<file path="src/rtl/maxi_arb_pkg.sv">
// Shared types and AXI constants for the MAXI read arbiter and its
// round-robin pick logic.
package maxi_arb_pkg;

    typedef enum logic [1:0] {
        IDLE = 2'd0,
        ADDR = 2'd1,
        DATA = 2'd2
    } state_t;

    localparam logic [1:0] ARSIZE_8B    = 2'b11;
    localparam logic [1:0] ARBURST_INCR = 2'b01;
    localparam logic [1:0] RRESP_OKAY   = 2'b00;

endpackage

</file>
<file path="src/rtl/rr_arbiter.sv">
// Combinational round-robin pick: first set request scanning upward from ptr,
// wrapping modulo NREQ. Shared with the write-side arbiter.
module rr_arbiter #(
    parameter int NREQ  = 2,
    parameter int IDX_W = (NREQ > 1) ? $clog2(NREQ) : 1
) (
    input  logic [NREQ-1:0]  req,
    input  logic [IDX_W-1:0] ptr,
    output logic [NREQ-1:0]  gnt,
    output logic [IDX_W-1:0] gnt_idx,
    output logic             gnt_valid
);

    logic [IDX_W-1:0] cand;

    always_comb begin
        gnt       = '0;
        gnt_idx   = '0;
        gnt_valid = 1'b0;
        cand      = '0;
        for (int i = 0; i < NREQ; i++) begin
            cand = IDX_W'((int'(ptr) + i) % NREQ);
            if (!gnt_valid && req[cand]) begin
                gnt_valid = 1'b1;
                gnt_idx   = cand;
                gnt[cand] = 1'b1;
            end
        end
    end

endmodule

</file>
<file path="src/rtl/maxi_read_arbiter.sv">
// Shares one AXI3 read master among NREQ requesters, one burst at a time.
// Define MAXI_ARB_LENCHECK_EN to build the beat counter that drives len_err.
module maxi_read_arbiter
    import maxi_arb_pkg::*;
#(
    parameter int NREQ   = 2,
    parameter int ADDR_W = 32,
    parameter int DATA_W = 64
) (
    input  logic                         IP_CLK,
    input  logic                         IP_ARESET_N,
    input  logic [NREQ-1:0][ADDR_W-1:0]  req_araddr,
    input  logic [NREQ-1:0][3:0]         req_arlen,
    input  logic [NREQ-1:0]              req_arvalid,
    output logic [NREQ-1:0]              req_arready,
    output logic [DATA_W-1:0]            req_rdata,
    output logic                         req_rlast,
    output logic [NREQ-1:0]              req_rvalid,
    input  logic [NREQ-1:0]              req_rready,
    output logic [ADDR_W-1:0]            MAXI_ARADDR,
    output logic                         MAXI_ARVALID,
    input  logic                         MAXI_ARREADY,
    output logic [3:0]                   MAXI_ARLEN,
    output logic [1:0]                   MAXI_ARSIZE,
    output logic [1:0]                   MAXI_ARBURST,
    input  logic [DATA_W-1:0]            MAXI_RDATA,
    input  logic                         MAXI_RVALID,
    output logic                         MAXI_RREADY,
    input  logic [1:0]                   MAXI_RRESP,
    input  logic                         MAXI_RLAST,
    output logic                         rresp_err,
    output logic                         len_err
);

    localparam int IDX_W = (NREQ > 1) ? $clog2(NREQ) : 1;

    state_t             state;
    logic [IDX_W-1:0]   grant;
    logic [IDX_W-1:0]   rr_ptr;
    logic [ADDR_W-1:0]  araddr_q;
    logic [3:0]         arlen_q;
    logic               arvalid_q;
    logic               rresp_err_q;

    logic [NREQ-1:0]    pick_onehot;
    logic [IDX_W-1:0]   pick_idx;
    logic               pick_valid;
    logic               in_data;
    logic               beat;

    rr_arbiter #(.NREQ(NREQ), .IDX_W(IDX_W)) u_rr_arbiter (
        .req       (req_arvalid),
        .ptr       (rr_ptr),
        .gnt       (pick_onehot),
        .gnt_idx   (pick_idx),
        .gnt_valid (pick_valid)
    );

    assign in_data = (state == DATA);
    assign beat    = in_data & MAXI_RVALID & MAXI_RREADY;

    // Acceptance is suppressed while reset is held so no request is lost.
    assign req_arready  = (state == IDLE && IP_ARESET_N) ? pick_onehot : '0;
    assign MAXI_ARADDR  = araddr_q;
    assign MAXI_ARLEN   = arlen_q;
    assign MAXI_ARVALID = arvalid_q;
    assign MAXI_ARSIZE  = ARSIZE_8B;
    assign MAXI_ARBURST = ARBURST_INCR;
    assign MAXI_RREADY  = in_data & req_rready[grant];
    assign req_rdata    = in_data ? MAXI_RDATA : '0;
    assign req_rlast    = in_data & MAXI_RLAST;
    assign rresp_err    = rresp_err_q;

    always_comb begin
        req_rvalid = '0;
        if (in_data) begin
            req_rvalid[grant] = MAXI_RVALID;
        end
    end

    always_ff @(posedge IP_CLK or negedge IP_ARESET_N) begin
        if (!IP_ARESET_N) begin
            state       <= IDLE;
            grant       <= '0;
            rr_ptr      <= '0;
            araddr_q    <= '0;
            arlen_q     <= '0;
            arvalid_q   <= 1'b0;
            rresp_err_q <= 1'b0;
        end else begin
            if (beat && MAXI_RRESP != RRESP_OKAY) begin
                rresp_err_q <= 1'b1;
            end
            case (state)
                IDLE: begin
                    if (pick_valid) begin
                        grant     <= pick_idx;
                        araddr_q  <= req_araddr[pick_idx];
                        arlen_q   <= req_arlen[pick_idx];
                        arvalid_q <= 1'b1;
                        state     <= ADDR;
                    end
                end
                ADDR: begin
                    if (MAXI_ARREADY) begin
                        arvalid_q <= 1'b0;
                        state     <= DATA;
                    end
                end
                DATA: begin
                    if (beat && MAXI_RLAST) begin
                        rr_ptr <= (grant == IDX_W'(NREQ - 1)) ? '0 : grant + 1'b1;
                        state  <= IDLE;
                    end
                end
                default: state <= IDLE;
            endcase
        end
    end

`ifdef MAXI_ARB_LENCHECK_EN
    logic [3:0] beat_cnt;
    logic       len_err_q;

    // A length error is RLAST disagreeing with "this is beat arlen_q".
    always_ff @(posedge IP_CLK or negedge IP_ARESET_N) begin
        if (!IP_ARESET_N) begin
            beat_cnt  <= '0;
            len_err_q <= 1'b0;
        end else begin
            if (state == ADDR && MAXI_ARREADY) begin
                beat_cnt <= '0;
            end else if (beat) begin
                beat_cnt <= beat_cnt + 4'd1;
            end
            if (beat && (MAXI_RLAST != (beat_cnt == arlen_q))) begin
                len_err_q <= 1'b1;
            end
        end
    end

    assign len_err = len_err_q;
`else
    assign len_err = 1'b0;
`endif

endmodule

</file>
<file path="config.mk">
export PLATFORM = sky130hd
export DESIGN_NAME = maxi_read_arbiter
export DESIGN_NICKNAME = d
export VERILOG_FILES = /design/src/rtl/maxi_arb_pkg.sv /design/src/rtl/rr_arbiter.sv /design/src/rtl/maxi_read_arbiter.sv
export SDC_FILE = /design/constraint.sdc
export NUM_CORES = 1
export LEC_CHECK = 0
export CAP_MARGIN = 40
export CORE_ASPECT_RATIO = 0.7
export CORE_MARGIN = 2
export CORE_UTILIZATION = 28
export CTS_BUF_LIST = sky130_fd_sc_hd__clkbuf_8
export DETAILED_ROUTE_END_ITERATION = 10
export PLACE_DENSITY = 0.77
export SYNTH_ARGS = -nofsm -noshare
export SYNTH_HDL_FRONTEND = slang
export SYNTH_SLANG_ARGS = --single-unit
</file>
<file path="constraint.sdc">
create_clock -name IP_CLK -period 1.2 [get_ports IP_CLK]
set_input_delay 0.18 -clock IP_CLK [delete_from_list [all_inputs] [get_ports IP_CLK]]
set_output_delay 0.18 -clock IP_CLK [all_outputs]
set_load 0.03 [all_outputs]
</file>
### Yosys cells after proc, flatten, opt, wreduce, memory -nomap -nowiden

Cells that the tools add are included.

* equality and inequality tests: 5
* multiply operators: 0
* multiplexer cells: 33
* order comparisons: 7
* reductions and logical operators: 15
* divide/modulo/power cells: 0
* add/sub/neg operators: 2
* bitwise operators: 6
* shift operators: 0

Operator list (count)
* 2-to-1 mux 32 bit: 2
* 2-to-1 mux 64 bit: 1
* 2-to-1 mux 1 bit: 16
* 2-to-1 mux 2 bit: 7
* less-than comparator 1 x 2 -> 1 bit, second input constant: 4
* 2-to-1 mux 4 bit: 2
* logical AND 1 bit: 7
* one-hot mux 2 bit (3 select lines): 1
* AND reduction 3 bit: 2
* AND 1 bit: 4
* != test 2 bit, second input constant: 2
* AND reduction 2 bit: 2
* nonzero test 2 bit: 2
* demux 1 bit (select 1 bit): 3
* >= comparator 1 bit, second input constant: 3
* adder 1 bit, second input constant: 2
* AND 2 bit: 1
* equality test 2 x 1 -> 1 bit, second input constant: 1
* equality test 2 bit, second input constant: 1
* logical NOT 2 bit: 1
* != test 2 x 1 -> 1 bit, second input constant: 1
* OR 2 bit: 1
* one-hot mux 1 bit (2 select lines): 1
* logical NOT 1 bit: 1

* latch bits: 0
* output and inout bits: 113
* register bits after elaboration: 42
* memories kept: 0
* RAM bits: 0
* word-level logic and storage cells: 75
* bits in read-only memories: 0

### Depth between registers and ports, before layout

* word-level depth: 8
* depth in mapped cells: 6

### Hierarchy

From an unflattened synthesis, not the netlist that was laid out.

* cell total of the unflattened synthesis: 272
* area, all modules: 2498.6 um^2

Modules (own cells, without submodules)
* maxi_read_arbiter: instances 1, cells an instance 267, area an instance 2466.1 um^2
* rr_arbiter: instances 1, cells an instance 5, area an instance 32.5 um^2

### Least setup slack after synthesis

OpenSTA, ideal clock, no wires.

* kind: flip-flop to output port
* start point: register state[0]
* end point: output req_arready[0]
* data required time: 1.020 ns
* cell stages (with the launch flop): 5
* path buffers: 1
* path slack: -0.448 ns
* arrival time: 1.468 ns
* cells stage by stage: dfrtp_1 nor2_1 clkbuf_1 nand3_1 a21oi_1

* longest elaborated chain between the ends: 3

RTL lines
* start: declaration: RTL line maxi_read_arbiter.sv:37 `state_t state;`
* start signal: assignment: RTL line maxi_read_arbiter.sv:83 `state <= IDLE;`
* start signal: assignment: RTL line maxi_read_arbiter.sv:101 `state <= ADDR;`
* start signal: assignment: RTL line maxi_read_arbiter.sv:107 `state <= DATA;`
* logical NOT 2 bit: RTL line maxi_read_arbiter.sv:63 `assign req_arready = (state == IDLE && IP_ARESET_N) ? pick_onehot : '0;`
* logical AND 1 bit: RTL line maxi_read_arbiter.sv:63
* 2-to-1 mux 2 bit: RTL line maxi_read_arbiter.sv:63
* end: declaration: RTL line maxi_read_arbiter.sv:15 `output logic [NREQ-1:0] req_arready,`

Every way passes these cells.

### Final worst setup path

* start point: register state[0]
* end point: output req_rdata[44]

* longest elaborated chain between the ends: 2

RTL lines
* equality test 2 bit: RTL line maxi_read_arbiter.sv:59 `assign in_data = (state == DATA);`
* 2-to-1 mux 64 bit: RTL line maxi_read_arbiter.sv:70 `assign req_rdata = in_data ? MAXI_RDATA : '0;`
* end: declaration: RTL line maxi_read_arbiter.sv:16 `output logic [DATA_W-1:0] req_rdata,`

Every way passes these cells.

==> impl_metrics.tcl <==
set metrics [dict create \
    grt_max_degree 39 \
    cp-end-kind "primary output" \
    die_w_um 122 \
    worstPathArrival_ns 1.54 \
    holdWs_ns -0.00278 \
    start_kind "flop" \
    port_buffers 254 \
    antenna_found_initial 1 \
    seqCellArea_sq_um 1050 \
    reg2reg_depth 8 \
    dieArea_sq_um 10600 \
    drv_cap 0 \
    drt_iter0_drc 188 \
    vdd.ir_drop.worst_mv 0.990 \
    post_synth.cell_area_avg_sq_um 8.49 \
    hpwl_um 10100 \
    n_fill_cell 783 \
    setup_viol 110 \
    leakage_nw 2.58 \
    vias 3537 \
    ys_warn_count 0 \
    clk_pin_slew_ns 0.09 \
    grt_pass1_vias 3532 \
    start_util_pct 28.6 \
    worst-setup-path-type "reg2out" \
    syn_to_final_growth_pct 124 \
    routedWlPerCell_um 19.5 \
    die_y_um 86.8 \
    grt_usage_pct 24.3 \
    fp-row-count 30 \
    gr-total-overflow 0 \
    grt_use_met2_pct 40.6 \
    rrSetupSlack_ns -0.43 \
    top_level_ports 260 \
    synthCells 323 \
    violations "hold timing, setup timing" \
    h-tree-depth 2 \
    netlist_area_sq_um 2740 \
    multi_input_area_sq_um 1750 \
    rsz0062_at_grt "true" \
    r2r-start "state[0]" \
    cts_sinks 42 \
    crit_end "req_rdata[44]" \
    cts_buffers 5 \
    route.detailed.drc 0 \
    first_pass_iters 5 \
    synth_cell_types 31 \
    drtAntennaViolNets 0 \
    coreArea_sq_um 9610 \
    synth-async-reset-ratio_pct 100 \
    cts_tree "done" \
    power-per-cell-area_nw_per_um2 2150 \
    finClkSkew_ns 0.0112 \
    worst_slack_ns -0.519 \
    timing.rr.end "MAXI_ARADDR[24]" \
    status "finished, violations left" \
    startpoint "state[0]" \
    grtUsageMet1_pct 30.9 \
    hold_violations 2 \
    clk-insertion-delay-late_ns 0.29 \
    grt_first_pass_wirelength_um 19700 \
    period_share_pct 143 \
    crit_required_ns 1.02 \
    busiest_layer "met2" \
    finalWorstPathRequiredPeriod_ns 1.72 \
    avgViaCountPerCell 4.95 \
    final_layout_size_suffix_gt1_share_pct 43.1 \
    fmax_mhz 582 \
    ys_ff_latch 42 \
    report.final.slew_viol_count 0 \
    fin_nets 731 \
    synth-edff-count 0 \
    setup_tns_ns -48.35 \
    clockBufferDepth 2 \
    yosys_most_used_dff "dfrtp_1" \
    hp-class "in2async" \
    gp_congestion 0.808 \
    synth-seq-area-share_pct 38.3 \
    cts_root_buf "clkbuf_8" \
    grtUsageMet3_pct 7.17 \
    worstPathMaxFanout 23 \
    wirelength_um 13900 \
]
[how the worst min path moves through the flow]
stage,slack [ns],end
floorplan,-0.12,MAXI_ARADDR[0]
global placement,0.02,grant
detailed placement,0.02,grant
CTS,0.003,MAXI_ARADDR[0]
global route,0.05,MAXI_ARADDR[0]
finish,-0.003,MAXI_ARADDR[0]
[through the flow]
| stage | std cells | setup slack, ns | util (%) | power, W | cell area (sq um) |
|---|---|---|---|---|---|
| final | 714 | -0.519 | 63.8 | 0.0132 | 6130 |
| after floorplan | 326 | -0.0845 | - | 0.00764 | 2990 |
| after global routing | 714 | -0.580 | 63.8 | 0.0138 | 6130 |
| after detailed placement | 694 | -0.436 | 57.6 | 0.0110 | 5540 |
| after CTS | 712 | -0.536 | 62.7 | 0.0129 | 6020 |
| after global placement | 694 | -0.348 | 57.6 | 0.0108 | 5540 |
[power by group]
group / internal (W) / switching [W]
Sequential: 0.00211 / 0.000491
Clock: 0.000410 / 0.000521
Combinational: 0.00455 / 0.00508
Total: 0.00707 / 0.00609
[what timing repair did]
| item | 4_1_cts | 5_1_grt |
|---|---|---|
| gates resized for setup | 75 | 21 |
| pin swaps | 1 | 8 |
| hold buffers | 1 | 0 |
| buffers inserted | 6 | 1 |
| cloned | 3 | 1 |
| endpoints found under the setup margin | 113 | 112 |
| hold endpoints to repair | 4 | 0 |
[layout by cell type (no fill, tap or decap), drive strengths merged]
master / instances
a21o: 1
a21oi: 37
a22o: 1
a31oi: 36
and2: 66
and2b: 1
and3: 2
buf: 142
clkbuf: 6
clkdlybuf4s15: 1
clkdlybuf4s50: 143
clkinv: 3
conb: 5
dfrtp: 42
diode: 1
dlygate4sd2: 2
dlygate4sd3: 1
inv: 2
mux2i: 1
nand2: 4
nand2b: 1
nand3: 37
nand3b: 1
nand4b: 1
nor2: 4
nor2b: 2
nor3b: 1
o21ai: 38
o31ai: 2
or2: 2
[per-layer routing]
metal | routed length (um) | vias to the layer above
met5 | 0 | -
met4 | 211 | 0
met3 | 1200 | 16
met2 | 6910 | 164
met1 | 5570 | 1705
li1 | - | 1652
[flip-flops by register name (all words and copies together) (netlist names)]
name	flops
rresp_err	1
MAXI_ARLEN	4
grant	1
MAXI_ARADDR	32
state	2
MAXI_ARVALID	1
rr_ptr	1
[logic make-up (layout without fill, tap and decap cells)]
kind of cell | count (synthesis) | after routing | share of synthesized area, %
and+or+nand+nor | 122 | 122 | 25.7
AOI/OAI and AO/OA | 115 | 115 | 27.6
muxes | 1 | 1 | 0.365
other | 2 | 6 | 0.274
buffers and inverters | 41 | 300 | 7.75
DFF | 42 | 42 | 38.3
[worst max-delay path: stages (launching register included)]
cell and delay [ns]:
dfrtp_1 0.41, and2b_4 0.35, buf_12 0.17, and2_4 0.19, buf_12 0.12
[Yosys cell counts, types with 2 or more instances]
| master | count | area (sq um) |
|---|---|---|
| buf_4 | 6 | 45.0 |
| or2_1 | 2 | 12.5 |
| a21oi_1 | 37 | 185 |
| o21ai_0 | 33 | 165 |
| dfrtp_1 | 42 | 1050 |
| nand2_1 | 4 | 15.0 |
| a31oi_2 | 20 | 250 |
| clkbuf_1 | 23 | 86.3 |
| o21ai_1 | 5 | 25.0 |
| nand3_1 | 37 | 185 |
| nor2_1 | 4 | 15.0 |
| buf_6 | 4 | 45.0 |
| buf_2 | 5 | 25.0 |
| nor2b_1 | 2 | 12.5 |
| conb_1 | 2 | 7.51 |
| and3_1 | 2 | 12.5 |
| and2_1 | 65 | 407 |
| a31oi_1 | 16 | 100 |
| o31ai_1 | 2 | 15.0 |
[final cells by class]
class                      count  area share (%)
tap                          128            2.61
clock buffer                   5            1.12
antenna                        1          0.0408
timing repair buffer         290            50.2
inverter                       2           0.143
clock inverter                 3           0.306
multi-input combinational    243            28.5
sequential                    42            17.1
(Power assumes the default switching activity.)
